File: config.mk
export PLATFORM = sky130hd
export DESIGN_NAME = mux_rr_arbiter
export DESIGN_NICKNAME = d
export VERILOG_FILES = /design/src/rtl/mux_rr_arbiter_pkg.sv /design/src/rtl/mux_rr_arbiter_rr_pick.sv /design/src/rtl/mux_rr_arbiter.sv
export SDC_FILE = /design/constraint.sdc
export NUM_CORES = 1
export LEC_CHECK = 0
export CORE_MARGIN = 3
export CORE_UTILIZATION = 57
export CTS_CLUSTER_SIZE = 12
export DETAILED_ROUTE_END_ITERATION = 12
export GPL_ROUTABILITY_DRIVEN = 0
export MAX_ROUTING_LAYER = met4
export PLACE_DENSITY_LB_ADDON = 0.15
export SLEW_MARGIN = 20
export SYNTH_ARGS = -nofsm -noshare
export SYNTH_HDL_FRONTEND = slang
export SYNTH_SLANG_ARGS = --single-unit
File: constraint.sdc
create_clock -name clk -period 5.3 [get_ports clk]
set_input_delay 1.06 -clock clk [delete_from_list [all_inputs] [get_ports clk]]
set_output_delay 1.06 -clock clk [all_outputs]
set_load 0.05 [all_outputs]
File: src/rtl/mux_rr_arbiter_pkg.sv
// Shared definitions for the round-robin mux arbiter: sizes, FSM state
// encoding and the index <-> one-hot conversion helpers.
package mux_rr_arbiter_pkg;

   localparam int N_REQ = 4;
   localparam int SEL_W = 2;

   typedef enum logic {
      ST_IDLE  = 1'b0,
      ST_GRANT = 1'b1
   } state_t;

   // One-hot vector with only bit idx set.
   function automatic logic [N_REQ-1:0] onehot_from_idx(input logic [SEL_W-1:0] idx);
      logic [N_REQ-1:0] v;
      v      = '0;
      v[idx] = 1'b1;
      return v;
   endfunction

   // Index of the set bit of a one-hot vector (highest set bit wins if
   // more than one is set; zero for an all-zero vector).
   function automatic logic [SEL_W-1:0] idx_from_onehot(input logic [N_REQ-1:0] oh);
      logic [SEL_W-1:0] idx;
      idx = '0;
      for (int i = 0; i < N_REQ; i++) begin
         if (oh[i]) begin
            idx = i[SEL_W-1:0];
         end
      end
      return idx;
   endfunction

endpackage

File: src/rtl/mux_rr_arbiter_rr_pick.sv
// Combinational round-robin picker: returns the first set candidate bit
// found when scanning base, base+1, ... with wrap-around.
module mux_rr_arbiter_rr_pick
   import mux_rr_arbiter_pkg::*;
(
   input  logic [N_REQ-1:0] i_cand,
   input  logic [SEL_W-1:0] i_base,
   output logic [SEL_W-1:0] o_idx,
   output logic             o_found
);

   // Candidates rotated so that position 0 is the base requester.
   logic [N_REQ-1:0] w_rot;
   // Lowest set bit of the rotated vector, isolated as one-hot.
   logic [N_REQ-1:0] w_first;
   logic [SEL_W-1:0] w_offset;

   genvar gi;
   generate
      for (gi = 0; gi < N_REQ; gi++) begin : g_rot
         logic [SEL_W-1:0] w_pos;
         // Modulo-4 wrap comes for free from the 2-bit adder.
         assign w_pos     = i_base + SEL_W'(gi);
         assign w_rot[gi] = i_cand[w_pos];
      end
   endgenerate

   // Two's-complement trick keeps only the lowest set bit.
   assign w_first  = w_rot & (~w_rot + N_REQ'(1));
   assign w_offset = idx_from_onehot(w_first);

   assign o_idx   = i_base + w_offset;
   assign o_found = |i_cand;

endmodule

File: src/rtl/mux_rr_arbiter.sv
// Round-robin arbiter owning the 4:1 bit-select mux. Grants one requester
// at a time, bounds how long a grant is held while others wait, and
// registers the selected data bit.
module mux_rr_arbiter
   import mux_rr_arbiter_pkg::*;
#(
   parameter int MAX_HOLD = 8,   // legal range 1..15
   parameter int HOLD_W   = 4    // 2**HOLD_W must exceed MAX_HOLD
)(
   input  logic             clk,
   input  logic             rst_n,
   input  logic [N_REQ-1:0] req,
   input  logic [N_REQ-1:0] a,
   output logic [N_REQ-1:0] gnt,
   output logic [SEL_W-1:0] s,
   output logic             y,
   output logic             y_vld,
   output logic             busy
);

   state_t            r_state;
   logic [N_REQ-1:0]  r_gnt;
   logic [SEL_W-1:0]  r_s;
   logic              r_y;
   logic              r_y_vld;
   logic [SEL_W-1:0]  r_ptr;
   logic [HOLD_W-1:0] r_hold_cnt;

   logic [N_REQ-1:0]  w_owner_oh;
   logic              w_owner_req;
   logic [N_REQ-1:0]  w_others;
   logic              w_hold_limit;
   logic              w_release;
   logic              w_preempt;
   logic              w_handover;
   logic [SEL_W-1:0]  w_next_base;
   logic [N_REQ-1:0]  w_pick_cand;
   logic [SEL_W-1:0]  w_pick_base;
   logic [SEL_W-1:0]  w_pick_idx;
   logic              w_pick_found;

   assign w_owner_oh  = onehot_from_idx(r_s);
   assign w_owner_req = |(req & w_owner_oh);
   assign w_others    = req & ~w_owner_oh;
   assign w_next_base = r_s + SEL_W'(1);

   // The counter saturates at MAX_HOLD, so ">=" rather than "==" is used:
   // an owner that has been alone for a long time is preempted on the very
   // next cycle a competitor shows up instead of never.
   assign w_hold_limit = (r_hold_cnt >= HOLD_W'(MAX_HOLD - 1));
   assign w_release    = ~w_owner_req;
   assign w_preempt    = w_owner_req & w_hold_limit & (|w_others);
   assign w_handover   = w_release | w_preempt;

   // One picker serves both cases: a fresh pick from IDLE starting at ptr,
   // and a hand-over that excludes the owner and starts just past it.
   assign w_pick_cand = (r_state == ST_IDLE) ? req   : w_others;
   assign w_pick_base = (r_state == ST_IDLE) ? r_ptr : w_next_base;

   mux_rr_arbiter_rr_pick u_pick (
      .i_cand  (w_pick_cand),
      .i_base  (w_pick_base),
      .o_idx   (w_pick_idx),
      .o_found (w_pick_found)
   );

   // Arbitration FSM with pointer, hold counter and registered outputs.
   always_ff @(posedge clk) begin
      if (!rst_n) begin
         r_state    <= ST_IDLE;
         r_gnt      <= '0;
         r_s        <= '0;
         r_y        <= 1'b0;
         r_y_vld    <= 1'b0;
         r_ptr      <= '0;
         r_hold_cnt <= '0;
      end else begin
         case (r_state)
            ST_IDLE: begin
               // s and y hold so the mux select does not toggle while idle.
               r_y_vld <= 1'b0;
               if (w_pick_found) begin
                  r_state    <= ST_GRANT;
                  r_gnt      <= onehot_from_idx(w_pick_idx);
                  r_s        <= w_pick_idx;
                  r_hold_cnt <= '0;
               end
            end
            ST_GRANT: begin
               r_y     <= a[r_s];
               r_y_vld <= 1'b1;
               if (w_handover) begin
                  // Releasing or preempted owner moves to the back.
                  r_ptr <= w_next_base;
                  if (w_pick_found) begin
                     r_gnt      <= onehot_from_idx(w_pick_idx);
                     r_s        <= w_pick_idx;
                     r_hold_cnt <= '0;
                  end else begin
                     r_state    <= ST_IDLE;
                     r_gnt      <= '0;
                     r_hold_cnt <= '0;
                  end
               end else if (r_hold_cnt < HOLD_W'(MAX_HOLD)) begin
                  r_hold_cnt <= r_hold_cnt + HOLD_W'(1);
               end
            end
            default: begin
               r_state <= ST_IDLE;
               r_gnt   <= '0;
            end
         endcase
      end
   end

   assign gnt   = r_gnt;
   assign s     = r_s;
   assign y     = r_y;
   assign y_vld = r_y_vld;
   assign busy  = (r_state == ST_GRANT);

endmodule

Word-level counts from Yosys, hierarchy flattened
Index checks and enable logic that the tools add are counted.
{ "word_totals": {"input_bits": 10, "wordCells": 79, "output_inout_bits": 9, "ff_bits": 15} }
{ "classes": {"n_bitwise": 10, "mux": 34, "eq_ne": 3, "add_sub_neg": 7, "reduce_logical": 8, "n_lt_le_gt_ge": 10} }
{ "ops": {"columns": ["operator", "count"], "rows": [
  ["$mux W4", 7],
  ["$lt A2 B3 Y1 const B", 6],
  ["$pmux W4 S2", 2],
  ["$and A4 B4 Y4", 3],
  ["$reduce_or A4 Y1", 3],
  ["$bmux W1 S2", 5],
  ["$mux W1", 10],
  ["$mux W2", 5],
  ["$add A4 B1 Y4 const B", 2],
  ["$not A4 Y4", 2],
  ["$reduce_and A2 Y1", 3],
  ["$add A2 B1 Y2 const B", 2],
  ["$add A2 B2 Y2 const B", 2],
  ["$demux W1 S2", 2],
  ["$ge A2 B1 Y1 const B", 2],
  ["$ge A4 B3 Y1 const B", 1],
  ["$lt A4 B4 Y1 const B", 1],
  ["$ne A2 B1 Y1 const B", 2],
  ["$pmux W1 S2", 2],
  ["$pmux W2 S2", 1],
  ["$ne A3 B1 Y1 const B", 1],
  ["$add A2 B2 Y2", 1],
  ["$and A1 B1 Y1", 2],
  ["$logic_and A1 B1 Y1", 2],
  ["2 further kinds", 3]
]} }

Longest topological paths before layout
Gate-level depths: netlist of run 1.
{ "logic_depth": {"ltp_word": 23, "depth_mapped": 12, "depth_no_buf": 12} }

Modules after synthesis
From an unflattened synthesis of run 1, not the netlist that was laid out.
{ "hier_totals": {"cells_unflattened": 123, "hier_area_um2": 1046.0} }
{ "by_module_without_submodules": {"columns": ["module", "seq_area_each_um2", "area_per_inst_um2", "cells_per_inst", "instances"], "rows": [
  ["mux_rr_arbiter", 300.3, 875.8, 93, 1],
  ["mux_rr_arbiter_rr_pick", 0.0, 170.2, 30, 1]
]} }

Least setup slack after synthesis of run 1
No wires, ideal clock.
{ "synth_timing": {"path_type": "register to register", "start": "register r_s[0] (netlist: s[0])", "end": "register r_gnt[3] (netlist: gnt[3])", "n_path_buf": 0, "arrival_time_ps": 2889, "t_required_ps": 5183, "synth_period_minus_slack_ps": 3006, "stages_incl_launch_ff": 12, "setup_time_ps": 117, "setup_slack_ps": 2294, "cell_sequence": "dfxtp_1 -> inv_1 -> ha_1 -> mux2_2 -> o21ai_0 -> a21oi_1 -> nor3_1 -> a21oi_1 -> ha_1 -> xnor2_1 -> xnor2_1 -> a32o_1"} }
{ "synth_via": {"elab_cells_between_ends": 48, "cone_classes": "6 x add/sub; 4 x order compare; 2 x eq/ne; 21 x mux; 9 x bitwise; 6 x reduce/logical"} }
{ "synth_rtl": {"columns": ["element", "line_no", "text"], "rows": [
  ["start, declared", "mux_rr_arbiter.sv:23", "logic [SEL_W-1:0] r_s;"],
  ["start signal, assigned", "mux_rr_arbiter.sv:85", "r_s <= w_pick_idx;"],
  ["start signal, assigned", "mux_rr_arbiter.sv:97", "r_s <= w_pick_idx;"],
  ["$add A2 B1 Y2 (*)", "mux_rr_arbiter.sv:45", "assign w_next_base = r_s + SEL_W'(1);"],
  ["via w_next_base[0]", "mux_rr_arbiter.sv:36", "logic [SEL_W-1:0] w_next_base;"],
  ["$mux W2 (*)", "mux_rr_arbiter.sv:58", "assign w_pick_base = (r_state == ST_IDLE) ? r_ptr : w_next_base;"],
  ["$add A2 B1 Y2", "mux_rr_arbiter_rr_pick.sv:23", "assign w_pos = i_base + SEL_W'(gi);"],
  ["$bmux W1 S2", "mux_rr_arbiter_rr_pick.sv:24", "assign w_rot[gi] = i_cand[w_pos];"],
  ["$mux W1 (implied by the code)", "mux_rr_arbiter_rr_pick.sv:24", null],
  ["$not A4 Y4", "mux_rr_arbiter_rr_pick.sv:29", "assign w_first = w_rot & (~w_rot + N_REQ'(1));"],
  ["$add A4 B1 Y4", "mux_rr_arbiter_rr_pick.sv:29", null],
  ["(+4 left out)", null, null],
  ["$add A2 B2 Y2 (*)", "mux_rr_arbiter_rr_pick.sv:32", "assign o_idx = i_base + w_offset;"],
  ["$lt A2 B3 Y1 (implied by the code) or $ge A2 B1 Y1 (tied branches)", "mux_rr_arbiter_pkg.sv:17", "v[idx] = 1'b1;"],
  ["$logic_and A1 B1 Y1 (implied by the code)", "mux_rr_arbiter_pkg.sv:17", null],
  ["$mux W1 (implied by the code)", "mux_rr_arbiter_pkg.sv:17", null],
  ["$demux W1 S2 (*)", "mux_rr_arbiter_pkg.sv:17", null],
  ["$mux W4", "mux_rr_arbiter.sv:95", "if (w_pick_found) begin"],
  ["$mux W4", "mux_rr_arbiter.sv:92", "if (w_handover) begin"],
  ["$pmux W4 S2 (*)", "mux_rr_arbiter.sv:78", "case (r_state)"],
  ["end signal, assigned", "mux_rr_arbiter.sv:84", "r_gnt <= onehot_from_idx(w_pick_idx);"],
  ["end signal, assigned", "mux_rr_arbiter.sv:96", "r_gnt <= onehot_from_idx(w_pick_idx);"],
  ["end, declared", "mux_rr_arbiter.sv:22", "logic [N_REQ-1:0] r_gnt;"]
]} }
The timed path passes the listed nets; every way through them passes the cells marked *. The select of a mux whose other input is x is not followed.
A chain may end at the register's enable or synchronous reset.

Final worst setup path of run 1
{ "layout_timing": {"start": "input req[3]", "end": "register r_gnt[3] (netlist: gnt[3])"} }
{ "layout_via": {"elab_chain_cells": 18, "elab_cells_between_ends": 37, "cone_classes": "2 x add/sub; 2 x order compare; 2 x eq/ne; 18 x mux; 8 x bitwise; 5 x reduce/logical"} }
{ "layout_rtl": {"columns": ["element", "line_no", "text"], "rows": [
  ["start, declared", "mux_rr_arbiter.sv:12", "input logic [N_REQ-1:0] req,"],
  ["$and A4 B4 Y4", "mux_rr_arbiter.sv:44", "assign w_others = req & ~w_owner_oh;"],
  ["$mux W4", "mux_rr_arbiter.sv:57", "assign w_pick_cand = (r_state == ST_IDLE) ? req : w_others;"],
  ["$bmux W1 S2", "mux_rr_arbiter_rr_pick.sv:24", null],
  ["$mux W1 (implied by the code)", "mux_rr_arbiter_rr_pick.sv:24", null],
  ["$not A4 Y4", "mux_rr_arbiter_rr_pick.sv:29", null],
  ["$add A4 B1 Y4", "mux_rr_arbiter_rr_pick.sv:29", null],
  ["$and A4 B4 Y4", "mux_rr_arbiter_rr_pick.sv:29", null],
  ["$mux W1", "mux_rr_arbiter_pkg.sv:27", "if (oh[i]) begin"],
  ["$mux W2 (2 in a row)", "mux_rr_arbiter_pkg.sv:27", null],
  ["$add A2 B2 Y2", "mux_rr_arbiter_rr_pick.sv:32", null],
  ["$lt A2 B3 Y1 (implied by the code) or $ge A2 B1 Y1 (tied branches)", "mux_rr_arbiter_pkg.sv:17", null],
  ["$logic_and A1 B1 Y1 (implied by the code)", "mux_rr_arbiter_pkg.sv:17", null],
  ["$mux W1 (implied by the code)", "mux_rr_arbiter_pkg.sv:17", null],
  ["$demux W1 S2", "mux_rr_arbiter_pkg.sv:17", null],
  ["$mux W4", "mux_rr_arbiter.sv:95", null],
  ["$mux W4", "mux_rr_arbiter.sv:92", null],
  ["$pmux W4 S2", "mux_rr_arbiter.sv:78", null]
]} }
Several ways; a longest one is shown, not always the timed one. The select of a mux whose other input is x is not followed.

==> results of run 1 <==
Yosys cell counts, drive strengths merged:
master	n	area, um^2
dfxtp	15	300
nor2	13	65.1
nand2	12	45.0
a21oi	9	45.0
ha	7	87.6
o21ai	7	35.0
a21boi	5	37.5
buf	5	52.6
a31oi	4	25.0
inv	4	15.0
mux2i	4	52.6
nand2b	4	30.0
nor3b	4	30.0
a22oi	3	27.5
and2	3	18.8
nor2b	3	18.8
o211ai	3	22.5
o31ai	3	22.5
xnor2	3	26.3
a21o	2	15.0
a32o	2	20.0
a32oi	2	17.5
nand3	2	10.0
nand4b	2	17.5
nor3	2	10.0
a21bo	1	10.0
a221o	1	10.0
a41o	1	10.0
and3	1	6.26
clkbuf	1	3.75
mux2	1	11.3
mux4	1	22.5
nand3b	1	7.51
nor4	1	6.26
o211a	1	10.0
o21a	1	7.51
o21bai	1	7.51
o22ai	1	6.26
o2bb2ai	1	8.76
sequential cells by signal (all words and copies together), names as in the netlist:
signal and cells:
r_hold_cnt 4, y 1, gnt 4, r_ptr 2
busy 1, y_vld 1, s 2
stage by stage:
step                      instances  hold slack, ps  total power (uW)  instance area, um^2
final                           178             485               612                 1360
after global routing            178             494               652                 1360
after CTS                       178             482               612                 1360
after detailed placement        174             459               547                 1330
after global placement          174             452               535                 1330
after floorplan                 137             473               457                 1170
area by class of cell:
type                    count  area (um^2)
clock buffers               4         26.3
fillers                   160          482
inverters                   4         15.0
multi-input cells         112          803
flip-flops and latches     15          302
well taps                  25         31.3
repair buffers             18          180
worst max-delay path: stages:
cell	delay [ps]
clkdlybuf4s50_1	620
a21boi_1	370
nand2_1	100
a21oi_1	140
a31oi_1	70
a21oi_1	170
ha_1	170
xnor2_1	80
xnor2_1	350
a32o_1	230
where the power goes:
group          internal [uW]  total, uW  leakage [uW]  switching [uW]
Clock                   29.2       63.7     0.0000150            34.4
Sequential               140        178      0.000123            37.2
Combinational            151        370      0.000378             220
per-layer routing:
| layer | GRT usage, % | part of all wire, % |
|---|---|---|
| met1 | 27.3 | 43 |
| met2 | 40.0 | 50 |
| met3 | 7.87 | 6.3 |
| met4 | 4.37 | 0.22 |
| met5 | - | 0 |
worst paths after layout:
| kind | start | endpoint | slack, ps | cells past startpoint |
|---|---|---|---|---|
| worst max-delay path | req[3] | gnt[3] | 2160 | 10 |
| worst min-delay path | gnt[2] | gnt[2] | 490 | 1 |
| worst max register to register | s[0] | gnt[3] | 2210 | 11 |
| worst min register to register | gnt[2] | gnt[2] | 490 | 1 |
logic make-up (layout without fill, tap and decap cells):
family / Yosys count / after routing / share of synthesized area, %
adder cells (fa/ha/maj): 7 / 7 / 7.45
flip-flops: 15 / 15 / 25.6
buffers and inverters: 10 / 26 / 6.07
XOR/XNOR: 3 / 3 / 2.24
AND/OR/NAND/NOR: 48 / 48 / 22.6
multiplexers: 6 / 6 / 7.35
AO/OA/AOI/OAI: 48 / 48 / 28.8
==> flow_metrics.env, run 1 <==
export IMPL_yosysWarnings=0
export IMPL_core_rowCount=15
export IMPL_worst_pin_slew_ps=855
export IMPL_grt_ovfl_total=0
export IMPL_crit_path_max_fanout=7
export IMPL_cts_max_path_buffers=2
export IMPL_syn_area_mm2=0.00117
export IMPL_diodes=0
export IMPL_fin_ws_ps=2160
export IMPL_via_count=1108
export IMPL_synth_seq_cells=15
export IMPL_yosysSeqAreaShare_pct=25.6
export IMPL_grt_pass1_vias=1026
export IMPL_initial_core_util_pct=63.9
export IMPL_h_tree_depth=1
export IMPL_final_common_cell="clkdlybuf4s50_1"
export IMPL_grt_use_total_pct=23.6
export IMPL_relSlewSlack_pct=42.4
export IMPL_first_iter_violations=40
export IMPL_drc=0
export IMPL_firstDrtPassIters=4
export IMPL_core_mm2=0.00184
export IMPL_insertion_delay_ps=280
export IMPL_p_per_area_mw_per_mm2=451
export IMPL_min_period_over_period_pct=59.2
export IMPL_chipHeight_um=51.4
export IMPL_utilization_pct=73.8
export IMPL_grt_pass1_wl_mm=4.57
export IMPL_clk_pin_slew_ps=80
export IMPL_numCtsBuffers=3
export IMPL_slew_viol_final=0
export IMPL_wire_per_inst_um=15.1
export IMPL_min_period_ps=3140
export IMPL_setup_viol=0
export IMPL_mostFrequentLayoutCells="clkdlybuf4s50_1 (18), dfxtp_1 (14), nor2_1 (12), nand2_1 (12), a21oi_1 (9)"
export IMPL_max_cap_violations=0
export IMPL_io_buffers=18
export IMPL_crit_path_end_kind="flip-flop"
export IMPL_die_x_um=51.4
export IMPL_layout_nets=171
export IMPL_grt_start_max_net_pins=35
export IMPL_pre_cts_ws_ps=1930
export IMPL_path_class="in -> reg"
export IMPL_status="completed"
export IMPL_final_hold_violation_count=0
export IMPL_die_area_mm2=0.00264
export IMPL_fin_skew_ps=8.52
export IMPL_io_pins=19
export IMPL_cts_tree="yes"
export IMPL_postSynthAreaPerCell_um2=8.58
export IMPL_cts_hold_buffers_added=0
export IMPL_synthCells=137
export IMPL_min_path_type="reg -> reg"
export IMPL_via_per_inst=6.22
export IMPL_setup_tns_ps=0
export IMPL_post_cts_resized=0
export IMPL_layout_drive_gt1_share_pct=7.84
export IMPL_grt_antenna_before_repair=0
export IMPL_crit_arrival_ps=3360
export IMPL_power_leakage_uw=0.000516
export IMPL_timing_fmax_ghz=0.319
export IMPL_critPathRequiredTime_ps=5520
export IMPL_wirelength_mm=2.70
export IMPL_syn_num_nets=154
export IMPL_ir_drop_uv=429
export IMPL_startpoint_type="primary input"
export IMPL_syn_to_final_growth_pct=15.5
export IMPL_grt_setup_unrepaired="false"
export IMPL_final_antenna_net_count=0
export IMPL_cts_root_buf="clkbuf_4"
export IMPL_place_detailed_hpwl_mm=2.06
export IMPL_yosysUniqueCellTypes=46
export IMPL_cts_sinks=15
export IMPL_post_cts_buffers=0
Note: power is estimated with default switching activity, not from simulation.
==> inputs of run 2 (changes only) <==
--- a/config.mk
+++ b/config.mk
@@ -6,7 +6,7 @@
 export NUM_CORES = 1
 export LEC_CHECK = 0
 export CORE_MARGIN = 3
-export CORE_UTILIZATION = 57
+export CORE_UTILIZATION = 53
 export CTS_CLUSTER_SIZE = 12
 export DETAILED_ROUTE_END_ITERATION = 12
 export GPL_ROUTABILITY_DRIVEN = 0
==> constraint.sdc (replaced) <==
create_clock -name clk -period 3.15 [get_ports clk]
set_input_delay 0.63 -clock clk [delete_from_list [all_inputs] [get_ports clk]]
set_output_delay 0.63 -clock clk [all_outputs]
set_load 0.05 [all_outputs]
==> flow_metrics.env, run 2 (same netlist as run 1, synthesis figures left out) <==
export IMPL_status="completed"
export IMPL_place_detailed_hpwl_mm=2.09
export IMPL_critical_path_top_delay_family="adder cells"
export IMPL_post_cts_buffers=0
export IMPL_grt_start_max_net_pins=20
export IMPL_crit_chain="inv_1, ha_1, mux2_2, o21ai_0, a21oi_1, nor3_1, a21oi_1, ha_1, xnor2_1, xnor2_1, o31ai_1"
export IMPL_mostFrequentLayoutCells="clkdlybuf4s50_1 (18), dfxtp_1 (15), nor2_1 (12), nand2_1 (12), a21oi_1 (9)"
export IMPL_worst_path_buf_inv=1
export IMPL_slew_viol_final=0
export IMPL_pre_cts_ws_ps=203
export IMPL_fin_area_mm2=0.00141
export IMPL_cpPeakStageDelay_ps=450
export IMPL_initial_core_util_pct=58.1
export IMPL_critPathRequiredTime_ps=3300
export IMPL_die_x_um=53.1
export IMPL_grt_antenna_before_repair=0
export IMPL_crit_arrival_ps=2970
export IMPL_wire_per_inst_um=14.7
export IMPL_syn_to_final_growth_pct=19.6
export IMPL_combPwrFrac_pct=63.0
export IMPL_grt_setup_unrepaired="false"
export IMPL_cts_max_path_buffers=2
export IMPL_power_leakage_uw=0.000548
export IMPL_final_common_cell="clkdlybuf4s50_1"
export IMPL_crit_path_max_fanout=7
export IMPL_layout_drive_gt1_share_pct=11.3
export IMPL_worst_pin_slew_ps=572
export IMPL_dpl_cell_area_mm2=0.00138
export IMPL_io_pins=19
export IMPL_clk_pin_slew_ps=90
export IMPL_slowest_stage="dfxtp_1"
export IMPL_grt_use_total_pct=21.6
export IMPL_grt_ovfl_total=0
export IMPL_place_inst=182
export IMPL_ir_drop_uv=582
export IMPL_fin_ws_ps=329
export IMPL_core_rowCount=16
export IMPL_min_path_type="reg -> reg"
export IMPL_drc=0
export IMPL_grt_pass1_vias=1004
export IMPL_min_period_over_period_pct=89.6
export IMPL_min_period_ps=2820
export IMPL_r2r_slack_ps=330
export IMPL_crit_path_end_kind="flip-flop"
export IMPL_numCtsBuffers=3
export IMPL_via_per_inst=6.03
export IMPL_insertion_delay_ps=280
export IMPL_swShare_pct=47.6
export IMPL_seqPwrFrac_pct=26.6
export IMPL_final_cell_count_no_fill=186
export IMPL_cts_tree="yes"
export IMPL_setup_tns_ps=0
export IMPL_via_count=1121
export IMPL_switchingPower_uw=500
export IMPL_cts_hold_buffers_added=0
export IMPL_timing_fmax_ghz=0.354
export IMPL_h_tree_depth=1
export IMPL_cts_sinks=15
export IMPL_layout_nets=177
export IMPL_max_cap_violations=0
export IMPL_relSlewSlack_pct=61.8
export IMPL_fin_skew_ps=3.58
export IMPL_cts_root_buf="clkbuf_4"
export IMPL_setup_viol=0
export IMPL_io_buffers=18
export IMPL_num_fill_cells=173
export IMPL_intPower_uw=550
export IMPL_clockPowerShare_pct=10.4
export IMPL_final_antenna_net_count=0
export IMPL_firstDrtPassIters=4
export IMPL_wirelength_mm=2.74
export IMPL_core_mm2=0.00202
export IMPL_final_hold_violation_count=0
export IMPL_chipHeight_um=53.1
export IMPL_path_class="reg -> reg"
export IMPL_die_area_mm2=0.00282
export IMPL_utilization_pct=69.5
export IMPL_post_cts_resized=0
export IMPL_grt_pass1_wl_mm=4.39
export IMPL_first_iter_violations=51
export IMPL_diodes=0
export IMPL_startpoint_type="flip-flop"
export IMPL_p_per_area_mw_per_mm2=747
-- run 2: cell types whose count changed in the layout (fill, tap and decap cells not counted), sizes merged --
cell and change:
clkinv +1, clkbuf -1, buf +6
-- run 2: per-stage QoR --
step / hold WS, ps / power (uW)
finish: 465 / 1050
global route: 488 / 1110
CTS: 464 / 1050
detailed placement: 445 / 935
global placement: 440 / 920
floorplan: 473 / 768
-- run 2: power by group through the flow --
stage	clock (uW)	sequential, uW	combinational, uW
finish	109	279	662
detailed placement	0	282	653
floorplan	0	406	362
global route	120	284	708
CTS	112	278	658
global placement	0	281	639
-- run 2: tightest hold or removal path, cell delays in order (launching register included) --
cell,delay [ps]
dfxtp_1,320
nand2_1,50
o31ai_1,50
-- run 2: cell type report --
type,count,area (um^2),share of cell area (%)
multi-input combinational,112,803,57.2
sequential,15,300,21.4
timing repair buffer,24,225,16.0
tap,27,33.8,2.40
clock buffer,3,22.5,1.60
inverter,4,15.0,1.07
clock inverter,1,5.00,0.356
-- run 2: routing by layer --
metal  vias to the layer above  share of wire (%)  GRT usage (%)
met5                         -                  0              -
met4                         0               0.51           4.26
met2                        58                 48           34.3
met1                       503                 44           27.5
li1                        558                  -              -
met3                         2                7.8           6.20
-- run 2: worst paths after layout --
path | startpoint | to | cells past startpoint
max | s[1] | gnt[1] | 11
min | gnt[0] | gnt[0] | 2
max reg2reg | s[1] | gnt[1] | 11
min reg2reg | gnt[0] | gnt[0] | 2
